[config.mk]
export PLATFORM = sky130hd
export DESIGN_NAME = cordic_multiplier
export DESIGN_NICKNAME = d
export VERILOG_FILES = /design/src/rtl/cordic_pkg.sv /design/src/rtl/cordic_linear_stage.sv /design/src/rtl/cordic_multiplier.sv
export SDC_FILE = /design/constraint.sdc
export NUM_CORES = 1
export LEC_CHECK = 0
export BUFFER_PORTS_ARGS = -buffer_cell sky130_fd_sc_hd__buf_4
export CAP_MARGIN = 20
export CORE_ASPECT_RATIO = 1.4
export CORE_MARGIN = 8
export CORE_UTILIZATION = 56
export CTS_CLUSTER_DIAMETER = 80
export DETAILED_ROUTE_END_ITERATION = 8
export PLACE_DENSITY = 0.74
export SLEW_MARGIN = 40
export SYNTH_ARGS = -nofsm -noshare
export SYNTH_HDL_FRONTEND = slang
export SYNTH_SLANG_ARGS = --single-unit
[constraint.sdc]
create_clock -name clk -period 6.1 [get_ports clk]
set_input_delay 0.305 -clock clk [delete_from_list [all_inputs] [get_ports clk]]
set_output_delay 0.305 -clock clk [all_outputs]
set_load 0.01 [all_outputs]
[src/rtl/cordic_pkg.sv]
// Shared constants, FSM states and range-shift helper for the linear-mode CORDIC units.
package cordic_pkg;
    localparam int FLOAT_SIZE = 24;
    localparam int INT_SIZE   = 8;
    localparam int GUARD      = 8;
    localparam int W          = INT_SIZE + FLOAT_SIZE;
    localparam int IW         = W + GUARD;
    localparam int FRAC       = FLOAT_SIZE + GUARD;
    localparam int YW         = IW + INT_SIZE + 2;
    localparam int ITERS      = FLOAT_SIZE + INT_SIZE;
    localparam int CW         = $clog2(ITERS);
    localparam int SW         = (INT_SIZE > 1) ? $clog2(INT_SIZE) : 1;

    typedef enum logic [2:0] {ST_IDLE, ST_PREP, ST_ITER, ST_POST, ST_DONE} cordic_state_e;

    localparam logic [W-1:0] SAT_MAX = {1'b0, {(W-1){1'b1}}};
    localparam logic [W-1:0] SAT_MIN = {1'b1, {(W-1){1'b0}}};

    // Smallest s such that b/2^s lies in [-1.0, 1.0]; scanning down leaves the smallest match.
    function automatic logic [SW-1:0] range_shift(input logic signed [W-1:0] b);
        logic signed [W+1:0] bx;
        logic signed [W+1:0] lim;
        logic [SW-1:0]       s_sel;
        bx    = (W+2)'(b);
        s_sel = SW'(INT_SIZE - 1);
        for (int s = INT_SIZE - 1; s >= 0; s--) begin
            lim = (W+2)'(1) <<< (FLOAT_SIZE + s);
            if (bx >= -lim && bx <= lim) s_sel = SW'(s);
        end
        return s_sel;
    endfunction
endpackage

[src/rtl/cordic_linear_stage.sv]
// One linear-rotation micro-step: y += d*(x>>>i), z -= d*2^-i, d from sign of z.
module cordic_linear_stage
    import cordic_pkg::*;
(
    input  logic signed [IW-1:0] x,
    input  logic signed [YW-1:0] y,
    input  logic signed [IW-1:0] z,
    input  logic        [CW-1:0] i,
    output logic signed [YW-1:0] y_next,
    output logic signed [IW-1:0] z_next
);
    logic signed [YW-1:0] xs;
    logic signed [IW-1:0] step;

    always_comb begin
        xs   = YW'(x);
        xs   = xs >>> i;
        step = IW'(1) << (FRAC - int'(i));
        if (!z[IW-1]) begin
            y_next = y + xs;
            z_next = z - step;
        end else begin
            y_next = y - xs;
            z_next = z + step;
        end
    end
endmodule

[src/rtl/cordic_multiplier.sv]
// Iterative CORDIC linear-rotation multiplier, out = a*b in signed Q8.24.
// Define CORDIC_MUL_SAT_EN to saturate out on overflow instead of wrapping.
module cordic_multiplier
    import cordic_pkg::*;
(
    input  logic         clk,
    input  logic         rst,
    input  logic         start,
    input  logic [W-1:0] a,
    input  logic [W-1:0] b,
    output logic [W-1:0] out,
    output logic         done,
    output logic         ovf
);
    cordic_state_e        state_q, state_d;
    logic signed [W-1:0]  a_q, a_d, b_q, b_d;
    logic        [SW-1:0] s_q, s_d, s_pick;
    logic signed [IW-1:0] x_q, x_d, z_q, z_d, z_nx;
    logic signed [YW-1:0] y_q, y_d, y_nx, p, q;
    logic        [CW-1:0] i_q, i_d;
    logic        [W-1:0]  res_q, res_d, out_q, out_d;
    logic                 rovf_q, rovf_d, ovf_q, ovf_d, done_q, done_d, q_ovf;

    cordic_linear_stage u_stage (
        .x(x_q), .y(y_q), .z(z_q), .i(i_q), .y_next(y_nx), .z_next(z_nx)
    );

    always_comb begin
        state_d = state_q;
        a_d = a_q;  b_d = b_q;  s_d = s_q;
        x_d = x_q;  y_d = y_q;  z_d = z_q;  i_d = i_q;
        res_d = res_q;  rovf_d = rovf_q;
        out_d = out_q;  ovf_d = ovf_q;  done_d = 1'b0;
        s_pick = range_shift(b_q);
        // b = 0 would otherwise leave a tiny residual that floors to -1 LSB for negative a
        p = y_q <<< s_q;
        q = p >>> GUARD;
        if (b_q == '0) q = '0;
        q_ovf = !((&q[YW-1:W-1]) || !(|q[YW-1:W-1]));
        case (state_q)
            ST_IDLE: if (start) begin
                a_d     = a;
                b_d     = b;
                state_d = ST_PREP;
            end
            ST_PREP: begin
                s_d     = s_pick;
                x_d     = {a_q, {GUARD{1'b0}}};
                z_d     = $signed({b_q, {GUARD{1'b0}}}) >>> s_pick;
                y_d     = '0;
                i_d     = '0;
                state_d = ST_ITER;
            end
            ST_ITER: begin
                y_d = y_nx;
                z_d = z_nx;
                i_d = i_q + 1'b1;
                if (i_q == CW'(ITERS - 1)) state_d = ST_POST;
            end
            ST_POST: begin
                rovf_d = q_ovf;
`ifdef CORDIC_MUL_SAT_EN
                res_d  = q_ovf ? (q[YW-1] ? SAT_MIN : SAT_MAX) : q[W-1:0];
`else
                res_d  = q[W-1:0];
`endif
                state_d = ST_DONE;
            end
            ST_DONE: begin
                out_d   = res_q;
                ovf_d   = rovf_q;
                done_d  = 1'b1;
                state_d = ST_IDLE;
            end
            default: state_d = ST_IDLE;
        endcase
    end

    always_ff @(posedge clk or negedge rst) begin
        if (!rst) begin
            state_q <= ST_IDLE;
            a_q <= '0;  b_q <= '0;  s_q <= '0;
            x_q <= '0;  y_q <= '0;  z_q <= '0;  i_q <= '0;
            res_q <= '0;  rovf_q <= 1'b0;
            out_q <= '0;  ovf_q <= 1'b0;  done_q <= 1'b0;
        end else begin
            state_q <= state_d;
            a_q <= a_d;  b_q <= b_d;  s_q <= s_d;
            x_q <= x_d;  y_q <= y_d;  z_q <= z_d;  i_q <= i_d;
            res_q <= res_d;  rovf_q <= rovf_d;
            out_q <= out_d;  ovf_q <= ovf_d;  done_q <= done_d;
        end
    end

    assign out  = out_q;
    assign done = done_q;
    assign ovf  = ovf_q;
endmodule

==> results.cfg, run 1 <==
[min_path]
hold_depth = 3
hp-class = input port to flip-flop

[final_layout]
fill_cells = 3143
area_growth_pct = 17.4
n_antenna_cell = 0
final_net_count = 2788
drive_above_1_share_pct = 20.9
final_core_util_pct = 66.4
final_cells = 3114

[placement]
dp_hpwl_mm = 49.6
placed_cells = 2988
numPortBuffers = 100
place.gp.congestion = 0.995

[sta]
period_needed_ns = 5.99
slew_viol_final = 0
relSlewSlack_pct = 44.3
hold_viol = 0
fin_skew_ns = 0.0159
setup-violations-final = 0
max_freq_ghz = 0.167
period_share_pct = 98.3
grt_setup_unrepaired = true
tightest_slew_ns = 0.831

[run_status]
status = completed

[die]
boundaryPins = 101
core_area_mm2 = 0.0383
die_y_um = 249
fp.dieW_um = 182
die-area_mm2 = 0.0453
start_util_pct = 56.6
rows = 85

[grt]
grt_pass1_vias = 20000
grt_pass1_wl_mm = 105
grt_antenna_before_repair = 0
grt_usage_pct = 28.4
grt_max_degree = 150
grt_overflow = 0

[setup_path]
worst-path-stages = 29
cpMostUsedCell = buf_4
worst_ep_arrival_time_ns = 6.42
critPathRequiredTime_ns = 6.53
cpLargestDelayFamily = compound AO/OA/AOI/OAI gates
crit_type = flip-flop to flip-flop
cp_slowest_cell = mux4_2
startpoint_type = flip-flop
reg2reg_depth = 29
cpPeakStageDelay_ns = 0.52
crit_fanout = 9
end_kind = flip-flop
critPathBufInv = 7

[clock_network]
htree_levels = 1
clock_path_buffers = 3
path_clk_slew_ns = 0.08
root_buffer = clkbuf_16
cts_buffers = 26
cts_tree = yes
clk_latency_ns = 0.57
cts.sink_count = 264

[logic_synthesis]
syn_avg_cell_area_um2 = 8.93
yosys.area_share.xor_xnor_pct = 5.46
ys_seq_area_share_pct = 30.5
ys_ff_latch = 264
synth_edf_count = 0
yosysWarnings = 0
synth_top_family_by_area = compound AO/OA/AOI/OAI gates
ys_async_sr_fraction_pct = 100
synth_area_leaders = dfrtp_1 (30%), mux2i_1 (6.5%), mux4_2 (6.4%)
yosys.area_share.simple_pct = 14.7
synth_top_flop_cell = dfrtp_1
synthAdderAreaFrac_pct = 6.02
syn_inst = 2425
synthDistinctLibCells = 85
synth_top_area_cell = dfrtp_1
synth_mux_area_share_pct = 19.0
synth_area_mm2 = 0.0217
synth_top_area_share_pct = 30.5
synthesis.nets = 2595
synth-compound-area-share_pct = 20.7

[job]
maxCapViolations = 0

[detailed_routing]
vias = 19800
met2_length_mm = 34.2
routedWlPerCell_um = 21.3
drt_iter0_markers = 1370
via_per_inst = 6.34
highest_layer = met4
postRouteAntennaNets = 0
wl_met1_mm = 25.4
wl_met3_mm = 3.45
drt_wl_total_mm = 66.2
drc = 0
first_pass_iters = 5
## placed cells by master, fill, tap and decap left out, drive strengths merged, types with 35 or more instances in the layout
master / n
dlygate4sd3: 65
a31oi: 35
inv: 57
mux2i: 140
xor2: 56
nand2: 325
nor2: 149
xnor2: 79
a21o: 66
mux4: 62
nor3: 35
dfrtp: 264
buf: 246
a21oi: 169
ha: 101
o21ai: 197
mux2: 117
clkbuf: 37
## synthesized netlist by cell type (6+ instances only)
cell	number
a211o_1	6
a211oi_1	32
a21boi_0	7
a21o_1	66
a21oi_1	164
a221oi_1	8
a22o_1	13
a22oi_1	16
a31o_2	6
a31oi_1	35
and2_1	20
and3_1	12
buf_1	16
buf_2	15
clkbuf_1	114
dfrtp_1	264
ha_1	101
inv_1	52
mux2_2	116
mux2i_1	140
mux4_2	62
nand2_1	324
nand2b_1	26
nand3_1	28
nand4_1	21
nor2_1	148
nor2b_1	26
nor3_1	33
nor4_1	19
o211ai_1	10
o21a_1	11
o21ai_0	194
o21bai_1	12
o22ai_1	32
o31a_1	6
o31ai_1	13
or3_1	6
xnor2_1	79
xor2_1	56
## repair_timing
item / 4_1_cts / 5_1_grt
hold buffers: 65 / 0
cloned: 0 / 1
endpoints found under the setup margin: 1 / 22
buffers inserted: 0 / 13
hold endpoints to repair: 117 / 0
gates resized for setup: 1 / 50
pin swaps: 0 / 16
## flip-flops by register name, indices dropped and copies added, names as in the netlist, 3 cells and up
| signal | cells |
|---|---|
| y_q | 50 |
| z_q | 40 |
| a_q | 32 |
| b_q | 32 |
| out | 32 |
| res_q | 32 |
| x_q | 32 |
| i_q | 5 |
| s_q | 3 |
| state_q | 3 |
## worst register-to-register path, delay by kind of cell (launching register included)
family	cells	cell delay (ns)
buffers and inverters	7	1.01
AND/OR/NAND/NOR	6	0.82
flip-flops	1	0.43
multiplexers	2	0.87
XOR/XNOR	2	0.30
AO/OA/AOI/OAI	11	2.09
adder cells (fa/ha/maj)	1	0.31
## area by class of cell
cell class	instances	area, um^2	area share (%)
clock buffer	36	759	2.99
inverter	57	214	0.841
tap	478	598	2.35
multi-input combinational	1957	14500	57.2
sequential	264	6610	26.0
clock inverter	10	87.6	0.344
timing repair buffer	312	2610	10.3
## stage by stage
| step | setup TNS [ns] | area [um^2] | hold WS [ns] | worst slack [ns] |
|---|---|---|---|---|
| after floorplan | 0 | 21700 | 0.00941 | 0.0175 |
| after global placement | 0 | 23500 | 0.239 | 0.146 |
| after detailed placement | 0 | 23500 | 0.242 | 0.0118 |
| after CTS | 0 | 25000 | 0.0591 | 0.0661 |
| after global routing | -0.360 | 25400 | 0.0913 | -0.0858 |
| final | 0 | 25400 | 0.0770 | 0.105 |
## final timing paths
kind | from | endpoint | slack [ns]
max in group asynchronous | rst | x_q[22] | 4.66
worst min register to register | a_q[1] | x_q[9] | 0.46
min in group asynchronous | rst | out[5] | 0.24
worst max register to register | i_q[0] | y_q[48] | 0.11
worst min-delay path | start | state_q[0] | 0.08
worst max-delay path | i_q[0] | y_q[48] | 0.11
## logic make-up after synthesis
group | Yosys count
flip-flops | 264
multiplexers | 319
buffers and inverters | 204
XOR/XNOR | 135
adder cells (fa/ha/maj) | 103
AO/OA/AOI/OAI | 703
AND/OR/NAND/NOR | 697
## routing by layer
layer | global-route usage (%) | vias up
met5 | 0 | -
met4 | 14.0 | 0
li1 | - | 9327
met3 | 4.29 | 186
met2 | 51.4 | 645
met1 | 32.0 | 9595
Power of run 1 is left out: the tool's default activity adds up to more than one toggle a clock period on the data nets, which glitch-free logic cannot reach.
==> run 2: changes to the inputs <==
- BUFFER_PORTS_ARGS: -buffer_cell sky130_fd_sc_hd__buf_4 -> not set
- DONT_BUFFER_PORTS: not set -> 1
- PLACE_DENSITY: 0.74 -> 0.68
- clock period: 6.1 -> 7.7 ns (I/O delays scaled with it)
==> run 2 against run 1 <==
Against the previous run: global-route usage is 0.81 points lower; wire length is 2.9% lower; core utilization is 4.5 points lower; fmax is 12% lower; die area stayed put; sequential share of layout area is 1.9 points higher; setup slack better by 0.77 ns; first-iteration DRC count is 13% lower; hold slack better by 0.28 ns; final cell count is 6.6% lower; non-clock buffer count is 210 lower; critical path depth is 2 lower; critical endpoint is now z_q[39]; largest cell class unchanged; highest routed layer unchanged.
==> results.cfg, run 2 (same netlist as run 1, synthesis figures left out) <==
[clock_network]
cts.sink_count = 264
postCtsResizedCells = 0
postCtsSetupBuffers = 0
clk_latency_ns = 0.59
cts_buffers = 28
path_clk_slew_ns = 0.06
root_buffer = clkbuf_16
clock_path_buffers = 3
htree_levels = 1
cts_tree = yes
hold_buffers = 66

[sta]
hold_viol = 0
setup_tns_ns = 0
relSlewSlack_pct = 43.7
max_freq_ghz = 0.147
fin_skew_ns = 0.0181
setup-violations-final = 0
grt_setup_unrepaired = false
period_needed_ns = 6.82
tightest_slew_ns = 0.844
slew_viol_final = 0
period_share_pct = 88.6

[grt]
grt_pass1_vias = 18800
grt_overflow = 0
grt_usage_pct = 27.6
grt_pass1_wl_mm = 102
grt_antenna_before_repair = 1
grt_max_degree = 265

[setup_path]
critPathRequiredTime_ns = 8.11
crit_type = flip-flop to flip-flop
cpMostUsedCell = a21oi_1
cpLargestDelayFamily = compound AO/OA/AOI/OAI gates
reg2reg_depth = 27
critPathBufInv = 4
cp_slowest_cell = dfrtp_4
timing.rr.start = i_q[0]
worst_ep_arrival_time_ns = 7.23
startpoint_type = flip-flop
r2r_end = z_q[39]
cpPeakStageDelay_ns = 0.77
crit_fanout = 34
end_kind = flip-flop
ff2ff_setup_slack_ns = 0.88

[final_layout]
final_core_util_pct = 61.9
regMostFlops = y_q
reg.largest.list = y_q: 50 flops, z_q: 40 flops
seq_area_mm2 = 0.00662
largest_reg_flops = 50
drive_above_1_share_pct = 12.8
area_growth_pct = 9.40
final_common_cell = nand2_1
most-common-layout-cells = nand2_1 (322), dfrtp_1 (259), o21ai_0 (194), a21oi_1 (164), nor2_1 (147)
final_net_count = 2580
fill_cells = 3230
multi_input_area_mm2 = 0.0143

[die]
fp.dieW_um = 182
start_util_pct = 56.6
boundaryPins = 101
core_area_mm2 = 0.0383
die_y_um = 249
die-area_mm2 = 0.0453
rows = 85

[detailed_routing]
drc = 0
vias = 18800
drt_iter0_markers = 1197
postRouteAntennaNets = 0
routedWlPerCell_um = 22.1
drt_wl_total_mm = 64.3
via_per_inst = 6.47
first_pass_iters = 9

[placement]
place.gp.congestion = 1.02
dp_hpwl_mm = 47.3
numPortBuffers = 0

[min_path]
hp-class = input port to async pin

[job]
maxCapViolations = 0

[run_status]
status = completed
==> run 2: cell types whose count changed in the layout (fill, tap and decap cells not counted), moves of 5 or more <==
cell     previous run  this run
buf_4             237        32
o21ai_0           188       194
a21oi_2            10         5
o21ai_1             8         2
a21oi_1           158       164
==> run 2: worst max path at each step <==
stage / from / to / slack (ns) / cells after the start
after floorplan: i_q[0] / z_q[39] / 1.40 / 31
after global placement: i_q[0] / z_q[39] / 0.91 / 27
after detailed placement: i_q[0] / z_q[39] / 0.78 / 27
after CTS: i_q[0] / z_q[39] / 0.73 / 27
after global routing: i_q[0] / z_q[39] / 0.32 / 27
final: i_q[0] / z_q[39] / 0.88 / 27
==> run 2: metrics by stage <==
step	cells	instance area [um^2]	setup WS, ns	hold WS [ns]
finish	2910	23700	0.879	0.359
global route	2910	23700	0.319	0.390
CTS	2906	23600	0.727	0.0402
detailed placement	2789	22000	0.777	0.0986
global placement	2789	22000	0.910	0.100
floorplan	2425	21700	1.40	0.0894
==> run 2: final cells by class <==
class,count,share of cell area (%)
inverter,57,0.903
clock inverter,13,0.728
antenna,1,0.0106
multi-input combinational,1957,60.4
timing repair buffer,102,4.20
tap,478,2.52
clock buffer,38,3.33
sequential,264,27.9
==> run 2: per-layer routing <==
metal | wire length, um | part of all wire (%) | track usage, %
met2 | 33300 | 52 | 50.2
met3 | 3400 | 5.3 | 3.43
met5 | 0 | 0 | 0
met4 | 3180 | 4.9 | 14.3
met1 | 24500 | 38 | 31.0
Power of run 2 is left out for the same reason.
